## src/rtl/cu_setup_control_pkg.sv

```systemverilog
// Shared types for the compute-unit setup sequencer: one-hot state encoding,
// request record and a busy-state helper.
package PKG_SETUP;

  localparam int CU_SETUP_STATE_W = 10;
  localparam int CU_SETUP_ADDR_MAX_W = 64;

  typedef enum logic [CU_SETUP_STATE_W-1:0] {
    CU_SETUP_RESET       = 10'b00_0000_0001,
    CU_SETUP_IDLE        = 10'b00_0000_0010,
    CU_SETUP_REQ_START   = 10'b00_0000_0100,
    CU_SETUP_REQ_BUSY    = 10'b00_0000_1000,
    CU_SETUP_REQ_PAUSE   = 10'b00_0001_0000,
    CU_SETUP_REQ_DONE    = 10'b00_0010_0000,
    CU_SETUP_FLUSH_START = 10'b00_0100_0000,
    CU_SETUP_FLUSH_BUSY  = 10'b00_1000_0000,
    CU_SETUP_FLUSH_PAUSE = 10'b01_0000_0000,
    CU_SETUP_FLUSH_DONE  = 10'b10_0000_0000
  } cu_setup_state;

  typedef struct packed {
    logic [CU_SETUP_ADDR_MAX_W-1:0] addr;
    logic                           valid;
  } cu_setup_req_t;

  function automatic logic setup_is_busy(input cu_setup_state s);
    return !(s inside {CU_SETUP_RESET, CU_SETUP_IDLE, CU_SETUP_FLUSH_DONE});
  endfunction

endpackage

```

## src/rtl/cu_setup_control_credit_counter.sv

```systemverilog
// Outstanding read-request counter with full/empty flags and a sticky
// underflow flag for responses that arrive with nothing outstanding.
module cu_setup_credit_counter #(
  parameter int MAX = 16,
  parameter int CW  = $clog2(MAX + 1)
) (
  input  logic          clk,
  input  logic          rst_n,
  input  logic          inc,
  input  logic          dec,
  output logic [CW-1:0] count,
  output logic          full,
  output logic          empty,
  output logic          underflow
);

  logic [CW-1:0] count_next;

  always_comb begin
    count_next = count;
    if (inc && !dec)
      count_next = count + CW'(1);
    else if (dec && !inc && count != '0)
      count_next = count - CW'(1);
  end

  always_ff @(posedge clk) begin
    if (!rst_n) begin
      count     <= '0;
      underflow <= 1'b0;
    end else begin
      count <= count_next;
      if (dec && !inc && count == '0)
        underflow <= 1'b1;
    end
  end

  assign full  = (count == CW'(MAX));
  assign empty = (count == '0);

endmodule

```

## src/rtl/cu_setup_control.sv

```systemverilog
// Setup-phase sequencer: streams line reads for a descriptor region, then
// runs a flush handshake. Perf counters exist only with CU_SETUP_PERF_EN.
//
// state        | meaning
// RESET        | held in reset, leaves on first cycle after release
// IDLE         | waiting for start
// REQ_START    | load address and clear issued count
// REQ_BUSY     | presenting read requests
// REQ_PAUSE    | throttled by pause input or credits
// REQ_DONE     | all lines issued
// FLUSH_START  | one-cycle flush request to consumer
// FLUSH_BUSY   | waiting for drain and flush ack
// FLUSH_PAUSE  | held by pause input, ack still latched
// FLUSH_DONE   | done; a new start may be accepted
module cu_setup_control
  import PKG_SETUP::*;
#(
  parameter int ADDR_W          = 64,
  parameter int CNT_W           = 32,
  parameter int LINE_BYTES      = 64,
  parameter int MAX_OUTSTANDING = 16
) (
  input  logic                        ap_clk,
  input  logic                        ap_rst_n,
  input  logic                        setup_start_in,
  input  logic [ADDR_W-1:0]           setup_base_addr_in,
  input  logic [CNT_W-1:0]            setup_num_lines_in,
  input  logic                        setup_pause_in,
  output logic                        req_valid_out,
  input  logic                        req_ready_in,
  output logic [ADDR_W-1:0]           req_addr_out,
  input  logic                        rsp_valid_in,
  output logic                        flush_req_out,
  input  logic                        flush_ack_in,
  output logic                        setup_busy_out,
  output logic                        setup_done_out,
  output logic [CU_SETUP_STATE_W-1:0] setup_state_out,
  output logic                        rsp_underflow_out,
  output logic [31:0]                 perf_busy_cycles_out,
  output logic [31:0]                 perf_pause_cycles_out
);

  localparam int CW = $clog2(MAX_OUTSTANDING + 1);

  cu_setup_state state, state_nxt;
  cu_setup_req_t req_q;
  logic [CU_SETUP_ADDR_MAX_W-1:0] base_q;
  logic [CNT_W-1:0] lines_q, issued_q, issued_nxt;
  logic ack_q, fire, start_ok, would_fill, drained;
  logic [CW-1:0] out_cnt;
  logic out_full, out_empty;

  cu_setup_credit_counter #(.MAX(MAX_OUTSTANDING), .CW(CW)) u_credit (
    .clk       (ap_clk),
    .rst_n     (ap_rst_n),
    .inc       (fire),
    .dec       (rsp_valid_in),
    .count     (out_cnt),
    .full      (out_full),
    .empty     (out_empty),
    .underflow (rsp_underflow_out)
  );

  assign fire       = req_q.valid && req_ready_in;
  assign start_ok   = setup_start_in && (state == CU_SETUP_IDLE || state == CU_SETUP_FLUSH_DONE);
  assign issued_nxt = issued_q + CNT_W'(fire);
  // Credits hit the limit after this edge only if a request goes out with no response back.
  assign would_fill = fire && !rsp_valid_in && (out_cnt == CW'(MAX_OUTSTANDING - 1));
  assign drained    = out_empty || (rsp_valid_in && out_cnt == CW'(1));

  always_comb begin
    state_nxt = state;
    case (state)
      CU_SETUP_RESET:       state_nxt = CU_SETUP_IDLE;
      CU_SETUP_IDLE,
      CU_SETUP_FLUSH_DONE:  if (setup_start_in) state_nxt = CU_SETUP_REQ_START;
      CU_SETUP_REQ_START:   state_nxt = (lines_q == '0) ? CU_SETUP_REQ_DONE : CU_SETUP_REQ_BUSY;
      CU_SETUP_REQ_BUSY: begin
        if (issued_nxt == lines_q)
          state_nxt = CU_SETUP_REQ_DONE;
        else if (setup_pause_in || would_fill)
          state_nxt = CU_SETUP_REQ_PAUSE;
      end
      CU_SETUP_REQ_PAUSE:   if (!setup_pause_in && !out_full) state_nxt = CU_SETUP_REQ_BUSY;
      CU_SETUP_REQ_DONE:    state_nxt = CU_SETUP_FLUSH_START;
      CU_SETUP_FLUSH_START: state_nxt = CU_SETUP_FLUSH_BUSY;
      CU_SETUP_FLUSH_BUSY: begin
        if (setup_pause_in)
          state_nxt = CU_SETUP_FLUSH_PAUSE;
        else if (drained && (ack_q || flush_ack_in))
          state_nxt = CU_SETUP_FLUSH_DONE;
      end
      CU_SETUP_FLUSH_PAUSE: if (!setup_pause_in) state_nxt = CU_SETUP_FLUSH_BUSY;
      default:              state_nxt = CU_SETUP_RESET;
    endcase
  end

  always_ff @(posedge ap_clk) begin
    if (!ap_rst_n) begin
      state          <= CU_SETUP_RESET;
      req_q          <= '0;
      base_q         <= '0;
      lines_q        <= '0;
      issued_q       <= '0;
      ack_q          <= 1'b0;
      flush_req_out  <= 1'b0;
      setup_busy_out <= 1'b0;
      setup_done_out <= 1'b0;
    end else begin
      state          <= state_nxt;
      req_q.valid    <= (state_nxt == CU_SETUP_REQ_BUSY);
      flush_req_out  <= (state_nxt == CU_SETUP_FLUSH_START);
      setup_busy_out <= setup_is_busy(state_nxt);
      setup_done_out <= (state_nxt == CU_SETUP_FLUSH_DONE);
      if (start_ok) begin
        base_q  <= CU_SETUP_ADDR_MAX_W'(setup_base_addr_in);
        lines_q <= setup_num_lines_in;
      end
      if (state == CU_SETUP_REQ_START) begin
        req_q.addr <= base_q;
        issued_q   <= '0;
      end else if (fire) begin
        req_q.addr <= req_q.addr + CU_SETUP_ADDR_MAX_W'(LINE_BYTES);
        issued_q   <= issued_nxt;
      end
      if (state == CU_SETUP_FLUSH_START)
        ack_q <= 1'b0;
      else if (flush_ack_in)
        ack_q <= 1'b1;
    end
  end

  assign req_valid_out   = req_q.valid;
  assign req_addr_out    = req_q.addr[ADDR_W-1:0];
  assign setup_state_out = state;

`ifdef CU_SETUP_PERF_EN
  logic [31:0] busy_cnt, pause_cnt;

  always_ff @(posedge ap_clk) begin
    if (!ap_rst_n || start_ok) begin
      busy_cnt  <= '0;
      pause_cnt <= '0;
    end else begin
      if (setup_busy_out && busy_cnt != '1)
        busy_cnt <= busy_cnt + 32'd1;
      if ((state == CU_SETUP_REQ_PAUSE || state == CU_SETUP_FLUSH_PAUSE) && pause_cnt != '1)
        pause_cnt <= pause_cnt + 32'd1;
    end
  end

  assign perf_busy_cycles_out  = busy_cnt;
  assign perf_pause_cycles_out = pause_cnt;
`else
  assign perf_busy_cycles_out  = '0;
  assign perf_pause_cycles_out = '0;
`endif

endmodule

```

## config.mk

```make
export PLATFORM = sky130hd
export DESIGN_NAME = cu_setup_control
export DESIGN_NICKNAME = d
export VERILOG_FILES = /design/src/rtl/cu_setup_control_pkg.sv /design/src/rtl/cu_setup_control_credit_counter.sv /design/src/rtl/cu_setup_control.sv
export SDC_FILE = /design/constraint.sdc
export NUM_CORES = 1
export LEC_CHECK = 0
export ABC_AREA = 1
export BUFFER_PORTS_ARGS = -buffer_cell sky130_fd_sc_hd__clkbuf_2
export CORE_UTILIZATION = 35
export DETAILED_ROUTE_END_ITERATION = 16
export MAX_ROUTING_LAYER = met4
export PLACE_DENSITY_LB_ADDON = 0.15
export SLEW_MARGIN = 20
export SYNTH_ARGS = -nofsm -noshare
export SYNTH_HDL_FRONTEND = slang
export SYNTH_SLANG_ARGS = --single-unit
```

## constraint.sdc

```tcl
create_clock -name ap_clk -period 4.5 [get_ports ap_clk]
set_input_delay 0.9 -clock ap_clk [delete_from_list [all_inputs] [get_ports ap_clk]]
set_output_delay 0.9 -clock ap_clk [all_outputs]
set_load 0.05 [all_outputs]
```

==> results.cfg, run 1 <==
[synthesis]
yosys-top-cells-area = dfxtp_1, nand2_1, nor2_1, inv_1, nand3_1
ys_ff_latch = 213
syn_inst = 1882
netlist_area_sq_um = 12200
synth.top_cell.area_share = 0.3494
ys_seq_area_frac = 0.3494
synth_cell_types = 44
synth-edff-count = 0
synthTopCellsByCount = nand2_1, nor2_1, dfxtp_1, inv_1, nand3_1
yosysMostFrequentCell = nand2_1
synth_top_area_cell = dfxtp_1
synth_warnings = 0
synth.avg_cell_area_sq_um = 6.484
async_reset_ff_frac = 0
synthFlopType = dfxtp_1

[cts]
clk_latency_ns = 0.55
clkTransAtPathRegs_ns = 0.06
clockRootBuffer = clkbuf_16
cts_sinks = 213
cts_inserted_buffers = 26
ctsHoldBuffers = 0
postCtsSetupBuffers = 0
clock_path_buffers = 3
cts_tree = yes
cts_resized = 0
htreeDepth = 1

[sta]
finalSetupViolations = 0
holdWs_ns = 0.4766
fin_skew_ns = 0.01439
worstMarginPinSlew_ns = 0.9838
hold_viol = 0
fin_crit_ns = 3.112
clock.fmax_mhz = 321.3
final_max_slew_viol_count = 0
slew_headroom = 0.3441
fin_crit_sh = 0.6916
tns_ns = 0
grt_setup_unrepaired = no

[worst_setup_path]
path_max_fanout = 13
start_kind = input port
cp-end-kind = register
r2r_setup_slack_ns = 1.43
r2r-end = setup_done_out
criticalPathCategory = in2reg
reg2reg_from = req_valid_out
crit_end = setup_done_out
crit_arrival_ns = 3.50
reg2regPathDepth = 20
startpoint = req_ready_in
worstPathRequired_ns = 4.89

[floorplan]
die-height_um = 188.7
start_util = 0.3541
core_area_sq_um = 34460
die_area_sq_um = 35620
rows = 68
pin_count = 246
die_x_um = 188.7

[pwr]
vdd_drop_max_mv = 0.2698
power_density_nw_per_um2 = 340.9
p_leak_nw = 6.274

[placed_design]
io_buffers = 181
place_hpwl_um = 30810
dp.cells = 2463
place.gp.congestion = 0.9723
placed_cell_area_sq_um = 13280

[global_routing]
grt_pass1_wl_um = 65160
grt_overflow = 0
grt_max_degree = 95
grt_usage = 0.2357
antenna_found_initial = 0
grt_pass1_vias = 11898

[routing]
drt-vias-per-instance = 4.866
routed_wl_um = 40590
dr.first_iter.drc_count = 823
dr.pass1.iters = 7
via_count = 12219
ant_nets = 0
route.detailed.drc = 0
wire_per_inst_um = 16.16

[layout]
nFillCells = 3749
regArea_sq_um = 4264
syn_to_final_growth_pct = 16.61
design_area_sq_um = 14230
final_util = 0.4130
diodes = 0
stdcell_count = 2511
multi_input_area_sq_um = 6643
layout.nets = 2147
drive_above_1_share = 0.1308

[job]
maxCapViolCount = 0

[worst_hold_path]
min_path_type = reg2reg

[run_status]
status = complete, no violations
==> stage by stage <==
stage,worst slack [ns],power (mW)
6_report,1.388,4.852
5_1_grt,1.097,5.054
4_1_cts,1.414,4.913
3_5_place_dp,0.8460,2.577
3_3_place_gp,0.9446,2.576
2_1_floorplan,0.8542,2.467
==> report_power, final <==
| group | switching (mW) | internal [mW] | total [mW] |
|---|---|---|---|
| Clock | 0.876 | 1.44 | 2.32 |
| Combinational | 0.398 | 0.142 | 0.540 |
| Sequential | 0.0418 | 1.95 | 1.99 |
| Total | 1.32 | 3.54 | 4.85 |
==> routing by layer <==
metal  share of wire  vias to the layer above  routed length, um  global-route usage
li1                -                     6261                  -                   -
met1            0.45                     5618              18360              0.2976
met2            0.48                      291              19650              0.3969
met3           0.044                       49               1804             0.03390
met4           0.019                        0                773             0.05087
met5               0                        -                  0                   -
==> layout make-up <==
cell class,count,area share
clock buffers,38,0.05531
clock inverters,10,0.01152
inverters,211,0.05566
multi-input cells,1389,0.4668
flip-flops and latches,213,0.2997
well taps,455,0.04001
repair buffers,195,0.07105
==> worst min path at each step <==
stage | startpoint | to | slack [ns] | cells past startpoint
6_report | base_q[50] | base_q[50] | 0.48 | 2
5_1_grt | base_q[51] | base_q[51] | 0.49 | 2
4_1_cts | base_q[60] | base_q[60] | 0.48 | 2
3_5_place_dp | base_q[51] | base_q[51] | 0.46 | 2
3_3_place_gp | base_q[21] | base_q[21] | 0.46 | 2
2_1_floorplan | base_q[60] | base_q[60] | 0.43 | 2
==> registers in the layout (all words and copies together) (netlist names), 5 cells and up <==
signal and count:
base_q 64, req_addr_out 64, issued_q 32, lines_q 32
setup_state_out 10, u_credit.count 5
==> placed cells by master, fill, tap and decap left out, drive strengths merged <==
cell / count
o31ai: 1
xor2: 34
a211oi: 40
xnor2: 21
o2111ai: 1
ha: 8
xnor3: 1
clkinv: 6
clkbuf: 218
nand4: 26
buf: 15
nand3: 122
o221ai: 5
nor4: 18
a21oi: 37
a221oi: 4
a22oi: 2
a31oi: 32
nor3: 30
nand3b: 5
inv: 210
clkinvlp: 1
nand2: 455
o21ai: 111
nor3b: 2
dfxtp: 213
conb: 64
nor4b: 1
nor2: 346
bufinv: 4
o211ai: 19
o41ai: 1
o22ai: 2
a2111oi: 1
==> logic make-up (layout without fill, tap and decap cells) <==
logic type,count (synthesis),after routing,synth area share
other,1,64,0.0003073
and+or+nand+nor,1005,1005,0.3485
adders and majority gates,8,8,0.008203
buffers and inverters,343,454,0.1270
xor gates and xnor gates,56,56,0.04132
AOI/OAI and AO/OA,256,256,0.1252
DFF,213,213,0.3494
==> worst max-delay path, cell delays in order <==
cell and delay (ns):
clkbuf_2 0.08, nand2_1 0.12, inv_1 0.12, buf_4 0.21
ha_1 0.17, ha_1 0.20, nand2_2 0.13, nor2_8 0.21
nand2_4 0.11, nor2_2 0.18, nand2_1 0.09, nand3_1 0.07
nand2_1 0.05, nor2_1 0.13, nand3_1 0.13, nor2_1 0.21
nand3_2 0.13, nand2_2 0.09, nand2_1 0.05, nand2_1 0.07
nor2_1 0.04
No activity file was read; power rests on OpenSTA's default activity.
==> inputs of run 2 (changes only) <==
==> constraint.sdc (replaced) <==
create_clock -name ap_clk -period 2.8 [get_ports ap_clk]
set_input_delay 0.56 -clock ap_clk [delete_from_list [all_inputs] [get_ports ap_clk]]
set_output_delay 0.56 -clock ap_clk [all_outputs]
set_load 0.05 [all_outputs]
==> run 2 against run 1 <==
  * The flow now finishes with violations (design-rule violations)
  * Clock power up 50%
  * Sequential power is 61% higher
  * Highest routed layer unchanged
  * Register-to-register slack got worse by 1.2 ns
  * Hold slack worse by 0.25 ns
==> results.cfg, run 2 (synthesis results as in run 1) <==
[run_status]
status = finished with violations
failed_checks = design-rule violations

[layout]
multi_input_area_sq_um = 6668
final_cell_mix = nand2_1, nor2_1, dfxtp_1
final_util = 0.4220
syn_to_final_growth_pct = 19.15
stdcell_count = 2553
regArea_sq_um = 4265
diodes = 0
final_common_cell = nand2_1
layout.nets = 2189
drive_above_1_share = 0.1501
nFillCells = 3766

[pwr]
p_leak_nw = 6.482
p_comb_frac = 0.118
p_int_mw = 5.483
switching_share = 0.2773
pwr-share-seq = 0.423
power_frac_clock = 0.459
p_sw_mw = 2.104
power_density_nw_per_um2 = 521.8
vdd_drop_max_mv = 0.4055

[sta]
hold_viol = 0
slew_headroom = 0.4740
clock.fmax_mhz = 389.8
finalSetupViolations = 0
fin_crit_ns = 2.566
fin_crit_sh = 0.9163
layout_setup_ws_ns = 0.2343
fin_skew_ns = 0.01736
final_max_slew_viol_count = 0
grt_setup_unrepaired = no
worstMarginPinSlew_ns = 0.7691

[cts]
clkTransAtPathRegs_ns = 0.07
cts_sinks = 213
clk_latency_ns = 0.55
cts_tree = yes
clock_path_buffers = 3
htreeDepth = 1
cts_inserted_buffers = 26
clockRootBuffer = clkbuf_16

[placed_design]
place.gp.congestion = 0.9386
pre_cts_ws_ns = -0.08032
io_buffers = 181
place_hpwl_um = 31540
dp.cells = 2504

[worst_setup_path]
critPathMaxStageDelay_ns = 0.38
criticalPathCategory = reg2reg
reg2regPathDepth = 19
cpMostUsedCell = nand2_1
crit_arrival_ns = 2.98
cp-end-kind = register
r2r-end = setup_done_out
path_max_fanout = 8
worstPathRequired_ns = 3.21
reg2reg_from = req_valid_out
slowest_stage = dfxtp_2
start_kind = register
r2r_setup_slack_ns = 0.23
cp_cell_sequence = nand2_4 -> inv_2 -> ha_1 -> ha_2 -> nand2_4 -> nor2_8 -> nand2_4 -> nor2_4 -> nand2_1 -> nand2_1 -> nand2_1 -> a21oi_2 -> nand3_1 -> nor2_2 -> nand3_2 -> nand2_2 -> nand2_1 -> nand2_1 -> nor2_1

[floorplan]
die_area_sq_um = 35620
die-height_um = 188.7
start_util = 0.3541
pin_count = 246
die_x_um = 188.7
core_area_sq_um = 34460
rows = 68

[routing]
top_layer_used = met4
ant_nets = 0
dr.pass1.iters = 13
met3_length_um = 1479
drt-vias-per-instance = 4.832
route.detailed.drc = 1
dr.first_iter.drc_count = 669
wl_met2_um = 19820
wire_per_inst_um = 16.09
via_count = 12335
met1Wirelength_um = 18470
routed_wl_um = 41080

[worst_hold_path]
hold_depth = 3
min_to = base_q[34]
min_path_type = in2reg
hp-start = setup_base_addr_in[34]

[global_routing]
grt_usage = 0.2370
grt_max_degree = 110
antenna_found_initial = 0
grt_pass1_wl_um = 65000
grt_pass1_vias = 11988
grt_overflow = 0

[job]
maxCapViolCount = 0
-- run 2: cell count changes in the layout (fill, tap and decap cells not counted), sizes merged --
cell / change
clkinv: +1
bufinv: -2
clkbuf: +1
buf: +42
-- run 2: what timing repair did --
action | 4_1_cts | 5_1_grt
gates resized for setup | 0 | 2
hold buffers | 0 | 0
setup buffers | 0 | 1
endpoints found under the setup margin | 0 | 2
-- run 2: cell type report --
type / instances / share of cell area
clock inverters: 9 / 0.006970
clock buffers: 39 / 0.05370
multi-input cells: 1389 / 0.4586
flip-flops and latches: 213 / 0.2933
well taps: 455 / 0.03915
inverters: 211 / 0.05447
repair buffers: 237 / 0.09380
-- run 2: stage by stage --
stage | hold slack [ns] | total power, mW | area, sq um | setup TNS, ns
2_1_floorplan | 0.4345 | 3.967 | 12480 | 0
3_3_place_gp | 0.4577 | 4.164 | 13640 | -0.08657
3_5_place_dp | 0.4575 | 4.166 | 13640 | -0.1599
4_1_cts | 0.2084 | 7.671 | 14530 | 0
5_1_grt | 0.2407 | 7.876 | 14540 | 0
6_report | 0.2294 | 7.587 | 14540 | 0
-- run 2: per-layer routing --
layer | up-vias | track usage
li1 | 6354 | -
met1 | 5620 | 0.2910
met2 | 291 | 0.4038
met3 | 70 | 0.02794
met4 | 0 | 0.07320
met5 | - | -
-- run 2: worst max path at each step --
stage / start / end / slack [ns] / cells past startpoint
after global placement: req_ready_in / setup_done_out / -0.04 / 22
after floorplan: req_ready_in / setup_done_out / 0.04 / 23
after CTS: req_valid_out / setup_done_out / 0.16 / 21
final: req_valid_out / setup_done_out / 0.23 / 19
after detailed placement: req_ready_in / setup_done_out / -0.08 / 22
after global routing: req_valid_out / setup_done_out / 0.002 / 19
-- run 2: worst max-delay path, delay by kind of cell, from the launching register on --
kind | cells | cell delay [ns]
flops | 1 | 0.38
fa+ha+maj | 2 | 0.35
compound gates | 1 | 0.12
buf+inv | 1 | 0.08
simple gates | 15 | 1.51
-- run 2: power groups by stage --
stage / sequential (mW) / combinational (mW) / clock, mW
final: 3.21 / 0.895 / 3.48
after detailed placement: 3.27 / 0.894 / 0
after CTS: 3.21 / 0.899 / 3.56
after global routing: 3.22 / 0.983 / 3.67
after floorplan: 3.30 / 0.670 / 0
after global placement: 3.27 / 0.892 / 0
==> inputs of run 3 (changes only) <==
--- a/config.mk
+++ b/config.mk
@@ -7,7 +7,9 @@
 export LEC_CHECK = 0
 export ABC_AREA = 1
 export BUFFER_PORTS_ARGS = -buffer_cell sky130_fd_sc_hd__clkbuf_2
-export CORE_UTILIZATION = 35
+export CELL_PAD_IN_SITES_DETAIL_PLACEMENT = 1
+export CELL_PAD_IN_SITES_GLOBAL_PLACEMENT = 2
+export CORE_UTILIZATION = 27
 export DETAILED_ROUTE_END_ITERATION = 16
 export MAX_ROUTING_LAYER = met4
 export PLACE_DENSITY_LB_ADDON = 0.15
==> run 3 against run 2 <==
  * Sequential share of layout area is 0.92 points lower
  * Clock skew is 0.0064 ns lower
  * Register-to-register slack worse by 0.07 ns
  * The flow now finishes without violations
  * Global-route usage is 2.2 points lower
  * Hold slack better by 0.0027 ns
  * Highest routed layer unchanged
  * Sequential power about the same
  * Critical endpoint is now setup_state_out[9]
  * First-iteration DRC count decreased by 21%
  * Maximum frequency fell by 2.6%
==> results.cfg, run 3 (synthesis results as in run 1) <==
[run_status]
status = complete, no violations

[sta]
hold_viol = 0
tns_ns = 0
final_max_slew_viol_count = 0
finalSetupViolations = 0
fin_crit_ns = 2.634
clock.fmax_mhz = 379.6
fin_skew_ns = 0.01092
fin_crit_sh = 0.9407
grt_setup_unrepaired = no
holdWs_ns = 0.2321
slew_headroom = 0.5242
worstMarginPinSlew_ns = 0.7077
layout_setup_ws_ns = 0.1660

[worst_setup_path]
start_kind = register
path_buf_inv = 3
criticalPathCategory = reg2reg
critPathMaxStageDelay_ns = 0.39
cpMostUsedCell = nand2_1
critPathTopFamily = simple AND/OR/NAND/NOR gates
worstPathRequired_ns = 3.23
cp_cell_sequence = nand2_8 -> inv_6 -> ha_1 -> inv_2 -> nor2_8 -> nand3_1 -> buf_4 -> nand2_1 -> nand3_1 -> nand2_1 -> nand3_1 -> nor2_1 -> nand2_1 -> nor2_2 -> nand3_2 -> nand2_2 -> nand2_1 -> nand2_1 -> nor2_1
cp-end-kind = register
path_max_fanout = 5
crit_arrival_ns = 3.06
slowest_stage = dfxtp_4

[pwr]
finalPower_mw = 7.778
p_leak_nw = 6.612
vdd_drop_max_mv = 0.3425
power_density_nw_per_um2 = 517.8

[job]
maxCapViolCount = 0

[placed_design]
pre_cts_ws_ns = -0.2202
place.gp.congestion = 0.9067
io_buffers = 181
dp.cells = 2662
place_hpwl_um = 37420

[cts]
cts_inserted_buffers = 27
clkTransAtPathRegs_ns = 0.06
clk_latency_ns = 0.56
cts_tree = yes
clockRootBuffer = clkbuf_16
htreeDepth = 1
clock_path_buffers = 3
cts_sinks = 213

[floorplan]
pin_count = 246
core_area_sq_um = 44410
die-height_um = 214.6
start_util = 0.2748
die_x_um = 214.6
rows = 77
die_area_sq_um = 46050

[global_routing]
grt_pass1_vias = 13029
grt_overflow = 0
grt_max_degree = 91
grt_usage = 0.2149
grt_pass1_wl_um = 76100
antenna_found_initial = 0

[routing]
via_count = 12768
wire_per_inst_um = 17.78
routed_wl_um = 48300
route.detailed.drc = 0
drt-vias-per-instance = 4.701
dr.pass1.iters = 5
dr.first_iter.drc_count = 531
ant_nets = 0

[layout]
final_common_cell = nand2_1
regArea_sq_um = 4268
syn_to_final_growth_pct = 23.10
nFillCells = 5692
layout.nets = 2214
stdcell_count = 2716
multi_input_area_sq_um = 6734
final_cell_mix = nand2_1, nor2_1, dfxtp_1
drive_above_1_share = 0.1653

[worst_hold_path]
min_path_type = in2reg
run 3: worst register-to-register path, delay by kind of cell (launching register included):
family                     cells  cell delay (ns)
DFF                            1             0.39
adders and majority gates      1             0.18
and+or+nand+nor               15             1.55
buffers and inverters          3             0.38
run 3: cell type report:
class	count	area share
antenna	1	0.0001666
clock buffer	41	0.05447
clock inverter	8	0.006164
inverter	211	0.05306
multi-input combinational	1389	0.4483
sequential	213	0.2841
tap	592	0.04931
timing repair buffer	261	0.1044
run 3: path summary, 6_finish.rpt:
path,end,startpoint,slack (ns),cells past startpoint
worst max-delay path,setup_state_out[9],req_valid_out,0.17,19
worst min-delay path,base_q[52],setup_base_addr_in[52],0.23,3
worst max register to register,setup_state_out[9],req_valid_out,0.17,19
worst min register to register,base_q[21],base_q[21],0.47,2
run 3: through the flow:
step | area, sq um | utilization
after floorplan | 12480 | -
after global placement | 13980 | 0.3149
after detailed placement | 13980 | 0.3149
after CTS | 14900 | 0.3354
after global routing | 15020 | 0.3382
final | 15020 | 0.3382
run 3: power breakdown:
group,internal (mW),switching [mW]
clock network,2.18,1.43
registers,3.14,0.0750
logic,0.273,0.677
total,5.59,2.19
run 3: metal layers:
layer | track usage | part of all wire
met1 | 0.2993 | 0.51
met3 | 0.03220 | 0.049
met2 | 0.3273 | 0.43
met5 | - | 0
met4 | 0.04429 | 0.016
run 3: timing repair:
action,4_1_cts,5_1_grt
hold buffers,0,0
resized for setup,0,19
setup endpoints to repair,0,9
buffers inserted,0,4
hold endpoints to repair,0,0
